===== src/rtl/mem_access_arbiter_pkg.sv =====
// Shared types and line geometry for the memory access arbiter and both cache miss handlers.
package mem_access_arbiter_pkg;

  localparam int unsigned ARB_ADDR_WIDTH = 16;
  localparam int unsigned ARB_DATA_WIDTH = 32;
  localparam int unsigned ARB_LINE_WORDS = 4;

  typedef enum logic {
    OWNER_IC = 1'b0,
    OWNER_DC = 1'b1
  } arb_owner_t;

  typedef enum logic [1:0] {
    ARB_IDLE,
    ARB_ADDR,
    ARB_RDATA,
    ARB_WDATA
  } arb_state_t;

endpackage


===== src/rtl/mem_access_arbiter_if.sv =====
// Cache-side and memory-side handshake bundle; master is the arbiter, slave is the environment.
interface mem_access_arbiter_if #(
  parameter int unsigned ADDR_WIDTH = 16,
  parameter int unsigned DATA_WIDTH = 32
);
  logic                  ic_req;
  logic [ADDR_WIDTH-1:0] ic_addr;
  logic                  ic_gnt;
  logic                  ic_rvalid;
  logic                  ic_done;

  logic                  dc_req;
  logic                  dc_we;
  logic [ADDR_WIDTH-1:0] dc_addr;
  logic [DATA_WIDTH-1:0] dc_wdata;
  logic                  dc_gnt;
  logic                  dc_wnext;
  logic                  dc_rvalid;
  logic                  dc_done;

  logic [DATA_WIDTH-1:0] rdata;

  logic                  mem_req;
  logic                  mem_we;
  logic [ADDR_WIDTH-1:0] mem_addr;
  logic                  mem_ready;
  logic                  mem_wvalid;
  logic [DATA_WIDTH-1:0] mem_wdata;
  logic                  mem_wready;
  logic                  mem_rvalid;
  logic [DATA_WIDTH-1:0] mem_rdata;

  modport master (
    input  ic_req, ic_addr, dc_req, dc_we, dc_addr, dc_wdata,
    input  mem_ready, mem_wready, mem_rvalid, mem_rdata,
    output ic_gnt, ic_rvalid, ic_done,
    output dc_gnt, dc_wnext, dc_rvalid, dc_done, rdata,
    output mem_req, mem_we, mem_addr, mem_wvalid, mem_wdata
  );

  modport slave (
    output ic_req, ic_addr, dc_req, dc_we, dc_addr, dc_wdata,
    output mem_ready, mem_wready, mem_rvalid, mem_rdata,
    input  ic_gnt, ic_rvalid, ic_done,
    input  dc_gnt, dc_wnext, dc_rvalid, dc_done, rdata,
    input  mem_req, mem_we, mem_addr, mem_wvalid, mem_wdata
  );
endinterface


===== src/rtl/mem_access_arbiter_rr_arbiter2.sv =====
// Two-input round-robin picker: on a tie, the requester not served last time wins.
module rr_arbiter2
  import mem_access_arbiter_pkg::*;
(
  input  logic [1:0] req,
  input  arb_owner_t last_owner,
  output arb_owner_t winner,
  output logic       valid
);

  always_comb begin
    valid  = |req;
    winner = OWNER_IC;
    case (req)
      2'b01:   winner = OWNER_IC;
      2'b10:   winner = OWNER_DC;
      2'b11:   winner = (last_owner == OWNER_IC) ? OWNER_DC : OWNER_IC;
      default: winner = OWNER_IC;
    endcase
  end

endmodule


===== src/rtl/mem_access_arbiter.sv =====
// Shares the external memory port between i-cache refills and d-cache refills/write-backs,
// one whole line transaction at a time.
module mem_access_arbiter
  import mem_access_arbiter_pkg::*;
#(
  parameter int unsigned ADDR_WIDTH = ARB_ADDR_WIDTH,
  parameter int unsigned DATA_WIDTH = ARB_DATA_WIDTH,
  parameter int unsigned LINE_WORDS = ARB_LINE_WORDS
) (
  input logic                 clk,
  input logic                 rst_n,
  mem_access_arbiter_if.master bus
);

  localparam int unsigned     CNT_W     = $clog2(LINE_WORDS);
  localparam logic [CNT_W-1:0] LAST_BEAT = CNT_W'(LINE_WORDS - 1);

  arb_state_t            state_q, state_d;
  arb_owner_t            owner_q, last_owner_q, pick;
  logic                  pick_valid;
  logic [ADDR_WIDTH-1:0] addr_q;
  logic                  we_q;
  logic [CNT_W-1:0]      beat_q;
  logic                  rd_beat, wr_beat, last_beat;

  rr_arbiter2 u_rr (
    .req        ({bus.dc_req, bus.ic_req}),
    .last_owner (last_owner_q),
    .winner     (pick),
    .valid      (pick_valid)
  );

  // Handshakes only count inside their own data phase; strays elsewhere are ignored.
  assign rd_beat   = (state_q == ARB_RDATA) && bus.mem_rvalid;
  assign wr_beat   = (state_q == ARB_WDATA) && bus.mem_wready;
  assign last_beat = (rd_beat || wr_beat) && (beat_q == LAST_BEAT);

  always_ff @(posedge clk or negedge rst_n) begin
    if (!rst_n) state_q <= ARB_IDLE;
    else        state_q <= state_d;
  end

  always_comb begin
    state_d = state_q;
    case (state_q)
      ARB_IDLE:  if (pick_valid)    state_d = ARB_ADDR;
      ARB_ADDR:  if (bus.mem_ready) state_d = we_q ? ARB_WDATA : ARB_RDATA;
      ARB_RDATA: if (last_beat)     state_d = ARB_IDLE;
      ARB_WDATA: if (last_beat)     state_d = ARB_IDLE;
      default:                      state_d = ARB_IDLE;
    endcase
  end

  always_ff @(posedge clk or negedge rst_n) begin
    if (!rst_n) begin
      owner_q      <= OWNER_IC;
      last_owner_q <= OWNER_IC;
      addr_q       <= '0;
      we_q         <= 1'b0;
      beat_q       <= '0;
    end else begin
      if (state_q == ARB_IDLE && pick_valid) begin
        owner_q <= pick;
        addr_q  <= (pick == OWNER_DC) ? bus.dc_addr : bus.ic_addr;
        we_q    <= (pick == OWNER_DC) && bus.dc_we;
      end
      if (rd_beat || wr_beat) beat_q <= beat_q + 1'b1;
      if (last_beat)          last_owner_q <= owner_q;
    end
  end

  always_comb begin
    bus.ic_gnt     = 1'b0;
    bus.ic_rvalid  = 1'b0;
    bus.ic_done    = 1'b0;
    bus.dc_gnt     = 1'b0;
    bus.dc_wnext   = 1'b0;
    bus.dc_rvalid  = 1'b0;
    bus.dc_done    = 1'b0;
    bus.rdata      = bus.mem_rdata;
    bus.mem_req    = (state_q == ARB_ADDR);
    bus.mem_we     = (state_q == ARB_ADDR) && we_q;
    bus.mem_addr   = addr_q;
    bus.mem_wvalid = (state_q == ARB_WDATA);
    bus.mem_wdata  = (state_q == ARB_WDATA) ? bus.dc_wdata : '0;
    if (owner_q == OWNER_DC) begin
      bus.dc_gnt    = (state_q == ARB_ADDR) && bus.mem_ready;
      bus.dc_rvalid = rd_beat;
      bus.dc_wnext  = wr_beat;
      bus.dc_done   = last_beat;
    end else begin
      bus.ic_gnt    = (state_q == ARB_ADDR) && bus.mem_ready;
      bus.ic_rvalid = rd_beat;
      bus.ic_done   = last_beat;
    end
  end

endmodule


===== src/flat_wrapper.sv =====
// flat-port wrapper written by rule: the top's interface ports become plain ports
module mem_access_arbiter_flat import mem_access_arbiter_pkg::*;
#(
  parameter int unsigned ADDR_WIDTH = ARB_ADDR_WIDTH,
  parameter int unsigned DATA_WIDTH = ARB_DATA_WIDTH,
  parameter int unsigned LINE_WORDS = ARB_LINE_WORDS
)
  (clk, rst_n, bus_ic_req, bus_ic_addr, bus_dc_req, bus_dc_we, bus_dc_addr, bus_dc_wdata, bus_mem_ready, bus_mem_wready, bus_mem_rvalid, bus_mem_rdata, bus_ic_gnt, bus_ic_rvalid, bus_ic_done, bus_dc_gnt, bus_dc_wnext, bus_dc_rvalid, bus_dc_done, bus_rdata, bus_mem_req, bus_mem_we, bus_mem_addr, bus_mem_wvalid, bus_mem_wdata);
  mem_access_arbiter_if #(.ADDR_WIDTH(ADDR_WIDTH), .DATA_WIDTH(DATA_WIDTH)) bus_i ();
  input logic clk;
  input logic rst_n;
  input wire logic [$bits(bus_i.ic_req)-1:0] bus_ic_req;
  input wire logic [$bits(bus_i.ic_addr)-1:0] bus_ic_addr;
  input wire logic [$bits(bus_i.dc_req)-1:0] bus_dc_req;
  input wire logic [$bits(bus_i.dc_we)-1:0] bus_dc_we;
  input wire logic [$bits(bus_i.dc_addr)-1:0] bus_dc_addr;
  input wire logic [$bits(bus_i.dc_wdata)-1:0] bus_dc_wdata;
  input wire logic [$bits(bus_i.mem_ready)-1:0] bus_mem_ready;
  input wire logic [$bits(bus_i.mem_wready)-1:0] bus_mem_wready;
  input wire logic [$bits(bus_i.mem_rvalid)-1:0] bus_mem_rvalid;
  input wire logic [$bits(bus_i.mem_rdata)-1:0] bus_mem_rdata;
  output wire logic [$bits(bus_i.ic_gnt)-1:0] bus_ic_gnt;
  output wire logic [$bits(bus_i.ic_rvalid)-1:0] bus_ic_rvalid;
  output wire logic [$bits(bus_i.ic_done)-1:0] bus_ic_done;
  output wire logic [$bits(bus_i.dc_gnt)-1:0] bus_dc_gnt;
  output wire logic [$bits(bus_i.dc_wnext)-1:0] bus_dc_wnext;
  output wire logic [$bits(bus_i.dc_rvalid)-1:0] bus_dc_rvalid;
  output wire logic [$bits(bus_i.dc_done)-1:0] bus_dc_done;
  output wire logic [$bits(bus_i.rdata)-1:0] bus_rdata;
  output wire logic [$bits(bus_i.mem_req)-1:0] bus_mem_req;
  output wire logic [$bits(bus_i.mem_we)-1:0] bus_mem_we;
  output wire logic [$bits(bus_i.mem_addr)-1:0] bus_mem_addr;
  output wire logic [$bits(bus_i.mem_wvalid)-1:0] bus_mem_wvalid;
  output wire logic [$bits(bus_i.mem_wdata)-1:0] bus_mem_wdata;
  assign bus_i.ic_req = bus_ic_req;
  assign bus_i.ic_addr = bus_ic_addr;
  assign bus_i.dc_req = bus_dc_req;
  assign bus_i.dc_we = bus_dc_we;
  assign bus_i.dc_addr = bus_dc_addr;
  assign bus_i.dc_wdata = bus_dc_wdata;
  assign bus_i.mem_ready = bus_mem_ready;
  assign bus_i.mem_wready = bus_mem_wready;
  assign bus_i.mem_rvalid = bus_mem_rvalid;
  assign bus_i.mem_rdata = bus_mem_rdata;
  assign bus_ic_gnt = bus_i.ic_gnt;
  assign bus_ic_rvalid = bus_i.ic_rvalid;
  assign bus_ic_done = bus_i.ic_done;
  assign bus_dc_gnt = bus_i.dc_gnt;
  assign bus_dc_wnext = bus_i.dc_wnext;
  assign bus_dc_rvalid = bus_i.dc_rvalid;
  assign bus_dc_done = bus_i.dc_done;
  assign bus_rdata = bus_i.rdata;
  assign bus_mem_req = bus_i.mem_req;
  assign bus_mem_we = bus_i.mem_we;
  assign bus_mem_addr = bus_i.mem_addr;
  assign bus_mem_wvalid = bus_i.mem_wvalid;
  assign bus_mem_wdata = bus_i.mem_wdata;
  mem_access_arbiter #(.ADDR_WIDTH(ADDR_WIDTH), .DATA_WIDTH(DATA_WIDTH), .LINE_WORDS(LINE_WORDS)) u_core (.clk(clk), .rst_n(rst_n), .bus(bus_i));
endmodule

===== config.mk =====
export PLATFORM = sky130hd
export DESIGN_NAME = mem_access_arbiter_flat
export DESIGN_NICKNAME = d
export VERILOG_FILES = /design/src/rtl/mem_access_arbiter_pkg.sv /design/src/rtl/mem_access_arbiter_if.sv /design/src/rtl/mem_access_arbiter_rr_arbiter2.sv /design/src/rtl/mem_access_arbiter.sv /design/src/flat_wrapper.sv
export SDC_FILE = /design/constraint.sdc
export NUM_CORES = 1
export LEC_CHECK = 0
export CAP_MARGIN = 20
export CELL_PAD_IN_SITES_DETAIL_PLACEMENT = 1
export CELL_PAD_IN_SITES_GLOBAL_PLACEMENT = 2
export CORE_ASPECT_RATIO = 0.6
export CORE_MARGIN = 3
export CORE_UTILIZATION = 15
export DETAILED_ROUTE_END_ITERATION = 8
export PLACE_DENSITY_LB_ADDON = 0.1
export SKIP_CTS_REPAIR_TIMING = 1
export SYNTH_ARGS = -nofsm -noshare
export SYNTH_HDL_FRONTEND = slang
export SYNTH_SLANG_ARGS = --single-unit
export TNS_END_PERCENT = 5

===== constraint.sdc =====
create_clock -name clk -period 4.6 [get_ports clk]
set_input_delay 0.92 -clock clk [delete_from_list [all_inputs] [get_ports clk]]
set_output_delay 0.92 -clock clk [all_outputs]
set_load 0.01 [all_outputs]

Yosys cells after proc, flatten, opt, wreduce, memory -nomap -nowiden

Index checks and enable logic that the tools add are counted.

Mux-type cells: 16
$add $sub $neg: 1
Equal/unequal tests: 9
Reductions and logical operators: 12

Operators by type and width:

| kind                | number |
|---|---|
| $mux 32             | 1 |
| $mux 16             | 1 |
| $eq 2x2->1 const B  | 5 |
| $mux 1              | 9 |
| $logic_and 1x1->1   | 7 |
| $mux 2              | 3 |
| $pmux 2 s3          | 1 |
| $ne 2x1->1 const B  | 2 |
| $reduce_or 2->1     | 2 |
| $reduce_and 3->1    | 1 |
| $add 2x1->2 const B | 1 |
| $eq 2x1->1 const B  | 1 |
| $logic_not 2->1     | 1 |
| $ne 2x2->1 const B  | 1 |
| $pmux 1 s2          | 1 |
| $logic_or 1x1->1    | 1 |

Bits in registers: 23
Word-level logic and storage cells: 44
Output and inout port bits: 90

Logic depth before layout (Yosys ltp)

Depth after elaboration: 6
Gate-level depth with buffers: 5

Cells and area by module

Synthesis repeated with hierarchy kept, for this count alone.

Cell total of the unflattened synthesis: 179
Area, all modules: 1645.3 um2

Modules (own cells, without submodules):

| module             | area each (um2) | cells each | times used |
|---|---|---|---|
| mem_access_arbiter | 1631.6          | 177        | 1 |
| rr_arbiter2        | 13.8            | 2          | 1 |

Worst setup path after synthesis

No wires, ideal clock.

Path kind: input-to-output
Start: in bus_mem_wready
End: out bus_dc_done
Arrival: 1395 ps
Path slack: 2285 ps
Path buffers: 0
Cell stages on the path: 3
Required time: 3680 ps
Cells stage by stage: mux2_2 > nand3_1 > nor2_1

Longest elaborated chain between the ends: 4

Ends and longest elaborated chain:

| item              | line                     | text |
|---|---|---|
| start, declared   | flat_wrapper.sv:19       | `input wire logic [$bits(bus_i.mem_wready)-1:0] bus_mem_wready;` |
| $logic_and 1x1->1 | mem_access_arbiter.sv:35 | `assign wr_beat = (state_q == ARB_WDATA) && bus.mem_wready;` |
| $logic_or 1x1->1  | mem_access_arbiter.sv:36 | `assign last_beat = (rd_beat \|\| wr_beat) && (beat_q == LAST_BEAT);` |
| $logic_and 1x1->1 | mem_access_arbiter.sv:36 |  |
| $mux 1            | mem_access_arbiter.sv:86 | `if (owner_q == OWNER_DC) begin` |
| end, declared     | flat_wrapper.sv:28       | `output wire logic [$bits(bus_i.dc_done)-1:0] bus_dc_done;` |

No other way between the ends.

Worst setup path after layout

Ends and elaborated chain as after synthesis.

==> metrics.yaml <==
run:
  max_cap_violations: 0
die:
  die_height_um: 89.0
  floorplan.die_area_um2: 12900
  ioPinCount: 194
  core_um2: 10900
  chipWidth_um: 144
  start_util: 0.158
  placement_rows: 29
setup_path:
  crit-reg2reg-launch: "u_core.state_q[1]"
  timing.rr.end: "u_core.we_q"
  cpLargestDelayFamily: "buffers and inverters"
  path_class: "input port to primary output"
  critical_path_depth: 5
  buffers_and_inverters_on_the_worst_path: 2
  cp_max_stage_cell: "sky130_fd_sc_hd__clkdlybuf4s50_1"
  cp_data_arrival_time_ns: 2.47
  cp_cell_sequence: "clkdlybuf4s50_1, mux2_2, nand3_1, nor2_1, clkdlybuf4s50_1"
  reg2regPathDepth: 3
  rrSetupSlack_ns: 2.52
  critical_path_peak_fanout: 4
  crit_path_end_kind: "primary output"
  cp-start-kind: "input port"
  crit_top_cell: "sky130_fd_sc_hd__clkdlybuf4s50_1"
  crit_path_max_incr_delay_ns: 0.55
  required_ns: 3.68
sta:
  timing.fmax_mhz: 295
  worst_slew_pin_tran_ns: 0.916
  finalWorstSetupSlack_ns: 1.21
  timing.final.max_slew_violations: 0
  finalSetupViolCount: 0
  fin_crit_ns: 3.39
  finClkSkew_ns: 0.00526
  totalNegativeSetupSlack_ns: 0
  fin_hold_viols: 0
  fin_worst_hold_slack_ns: 0.483
  min_period_over_period: 0.738
  setup_repair_after_global_routing_missed_its_margin: "no"
  max_slew_margin: 0.389
hold_path:
  min_path_type: "register to register"
  timing.hold.worst_path_depth: 1
  hold-path-endpoint: "u_core.beat_q[0]"
  holdCritStartpoint: "u_core.beat_q[0]"
logic_synthesis:
  synth.yosys.warnings: 0
  post_synth_instance_area_um2: 1720
  synth.ff_latch_count: 23
  async_reset_ff_frac: 1.00
  cell_count_after_synthesis: 160
  synth.yosys.seq_area_share: 0.334
  dominantRegCellSynth: "sky130_fd_sc_hd__dfrtp_1"
  yosys.area.top_type: "sky130_fd_sc_hd__dfrtp_1"
  synth_edf_count: 0
  synth.top_cells.by_area: "sky130_fd_sc_hd__dfrtp_1 33%, sky130_fd_sc_hd__buf_4 14%, sky130_fd_sc_hd__mux2_4 14%, sky130_fd_sc_hd__mux2_2 13%, sky130_fd_sc_hd__and3_1 13%"
  ys_types: 24
  postSynthAreaPerCell_um2: 10.8
  synthesis.nets: 265
  synth_top_area_frac: 0.334
cts:
  clock_tree.buffer_depth: 2
  cts.htree.levels: 1
  cts_tree: "built"
  worst_skew_pair.late_latency_ns: 0.26
  cts_inserted_buffers: 3
  clk_transition_reported_paths_ns: 0.06
  cts.sinks: 23
  cts.root.buffer_cell: "sky130_fd_sc_hd__clkbuf_16"
detailed_routing:
  met2_wire_length_um: 3000
  routed-via-count: 1486
  drt_wl_total_um: 6360
  detail_route.drc_violations: 0
  post_drt_wl_per_cell_um: 16.2
  wl_met3_um: 357
  drt_first_iter_violations: 38
  detail_route.first_pass.iterations: 4
  dr.max_layer_used: "met4"
  met1Wirelength_um: 2880
  routed_via_density: 3.78
  route.antenna.remaining_nets: 0
global_routing:
  grt_pass1_wl_um: 9620
  global_route.overflow_total: 0
  grt_pass1_vias: 1568
  grt_max_degree: 25
  grt_use_total: 0.0972
  antenna_found_initial: 0
placement:
  gp_weighted_congestion: 0.694
  placement.io_buffers: 129
  placedInstanceArea_um2: 2910
  pre_cts_ws_ns: 1.19
  post-dp-hpwl_um: 5250
status:
  run_status: "completed"
finish:
  antenna_cells: 0
  final_nets: 360
  non_filler_cell_area_final_um2: 2990
  n_fill_cell: 1250
  final_layout_size_suffix_gt1_frac: 0.177
  area_growth_syn_to_layout_pct: 73.3
pwr:
  leakagePower_uw: 0.00129
  worst_ir_drop_vdd_uv: 141
  power_density_nw_per_um2: 520
## sequential cells by signal, indices dropped and copies added (netlist names)
name / count
u_core.beat_q: 2
u_core.bus.mem_addr: 16
u_core.last_owner_q: 1
u_core.owner_q: 1
u_core.state_q: 2
u_core.we_q: 1
## layout make-up
type,instances,area (µm²),area share
clock inverter,1,5.00,0.00168
inverter,2,7.51,0.00251
tap,139,174,0.0583
multi-input combinational,92,827,0.277
timing repair buffer,133,1320,0.443
clock buffer,3,75.1,0.0251
sequential,23,576,0.193
## worst max-delay path by stage
stage | to | from | slack [ns]
floorplan | bus_dc_done | bus_mem_wready | 2.29
finish | bus_dc_done | bus_mem_wready | 1.21
detailed placement | bus_dc_done | bus_mem_wready | 1.19
CTS | bus_ic_done | bus_mem_wready | 1.19
global route | bus_ic_done | bus_mem_wready | 1.12
global placement | bus_ic_done | bus_mem_wready | 1.20
## stage by stage
| step | std cells | utilization | total power (µW) |
|---|---|---|---|
| 3_3_place_gp | 389 | 0.267 | 1400 |
| 6_report | 393 | 0.274 | 1550 |
| 4_1_cts | 393 | 0.274 | 1590 |
| 5_1_grt | 393 | 0.274 | 1670 |
| 2_1_floorplan | 160 | - | 886 |
| 3_5_place_dp | 389 | 0.267 | 1390 |
## Yosys cell counts (all sizes together), types with 2 or more instances
| cell | instances |
|---|---|
| dfrtp | 23 |
| buf | 36 |
| nor2 | 5 |
| and3 | 35 |
| mux2 | 36 |
| and2 | 2 |
| inv | 2 |
| clkbuf | 7 |
| nand2 | 2 |
| nor3 | 3 |
## cell families (layout without fill, tap and decap cells)
| logic type | count (synthesis) | in the layout | synth area share |
|---|---|---|---|
| AOI/OAI and AO/OA | 4 | 4 | 0.0203 |
| xor gates and xnor gates | 1 | 1 | 0.00508 |
| adders and majority gates | 1 | 1 | 0.00726 |
| buffers and inverters | 45 | 139 | 0.186 |
| DFF | 23 | 23 | 0.334 |
| muxes | 37 | 37 | 0.276 |
| and+or+nand+nor | 49 | 49 | 0.171 |
## report_power, final
| part | internal, µW | switching, µW | total (µW) |
|---|---|---|---|
| clock network | 117 | 76.2 | 193 |
| logic | 581 | 365 | 946 |
| registers | 308 | 106 | 413 |
| total | 1010 | 547 | 1550 |
## cells in the final DEF (no fill, tap or decap), types with 3 or more instances in the layout
master | synthesis | final
sky130_fd_sc_hd__and3_1 | 35 | 35
sky130_fd_sc_hd__buf_4 | 32 | 4
sky130_fd_sc_hd__clkbuf_16 | 0 | 3
sky130_fd_sc_hd__clkdlybuf4s50_1 | 0 | 129
sky130_fd_sc_hd__dfrtp_1 | 23 | 23
sky130_fd_sc_hd__mux2_2 | 20 | 20
sky130_fd_sc_hd__mux2_4 | 16 | 16
sky130_fd_sc_hd__nor2_1 | 5 | 5
## metal layers
metal | up-vias | global-route usage
met5 | - | 0
met4 | 0 | 0.0271
met3 | 30 | 0.0262
met2 | 40 | 0.153
met1 | 701 | 0.132
li1 | 715 | -
Power figures use the tool's default switching activity.
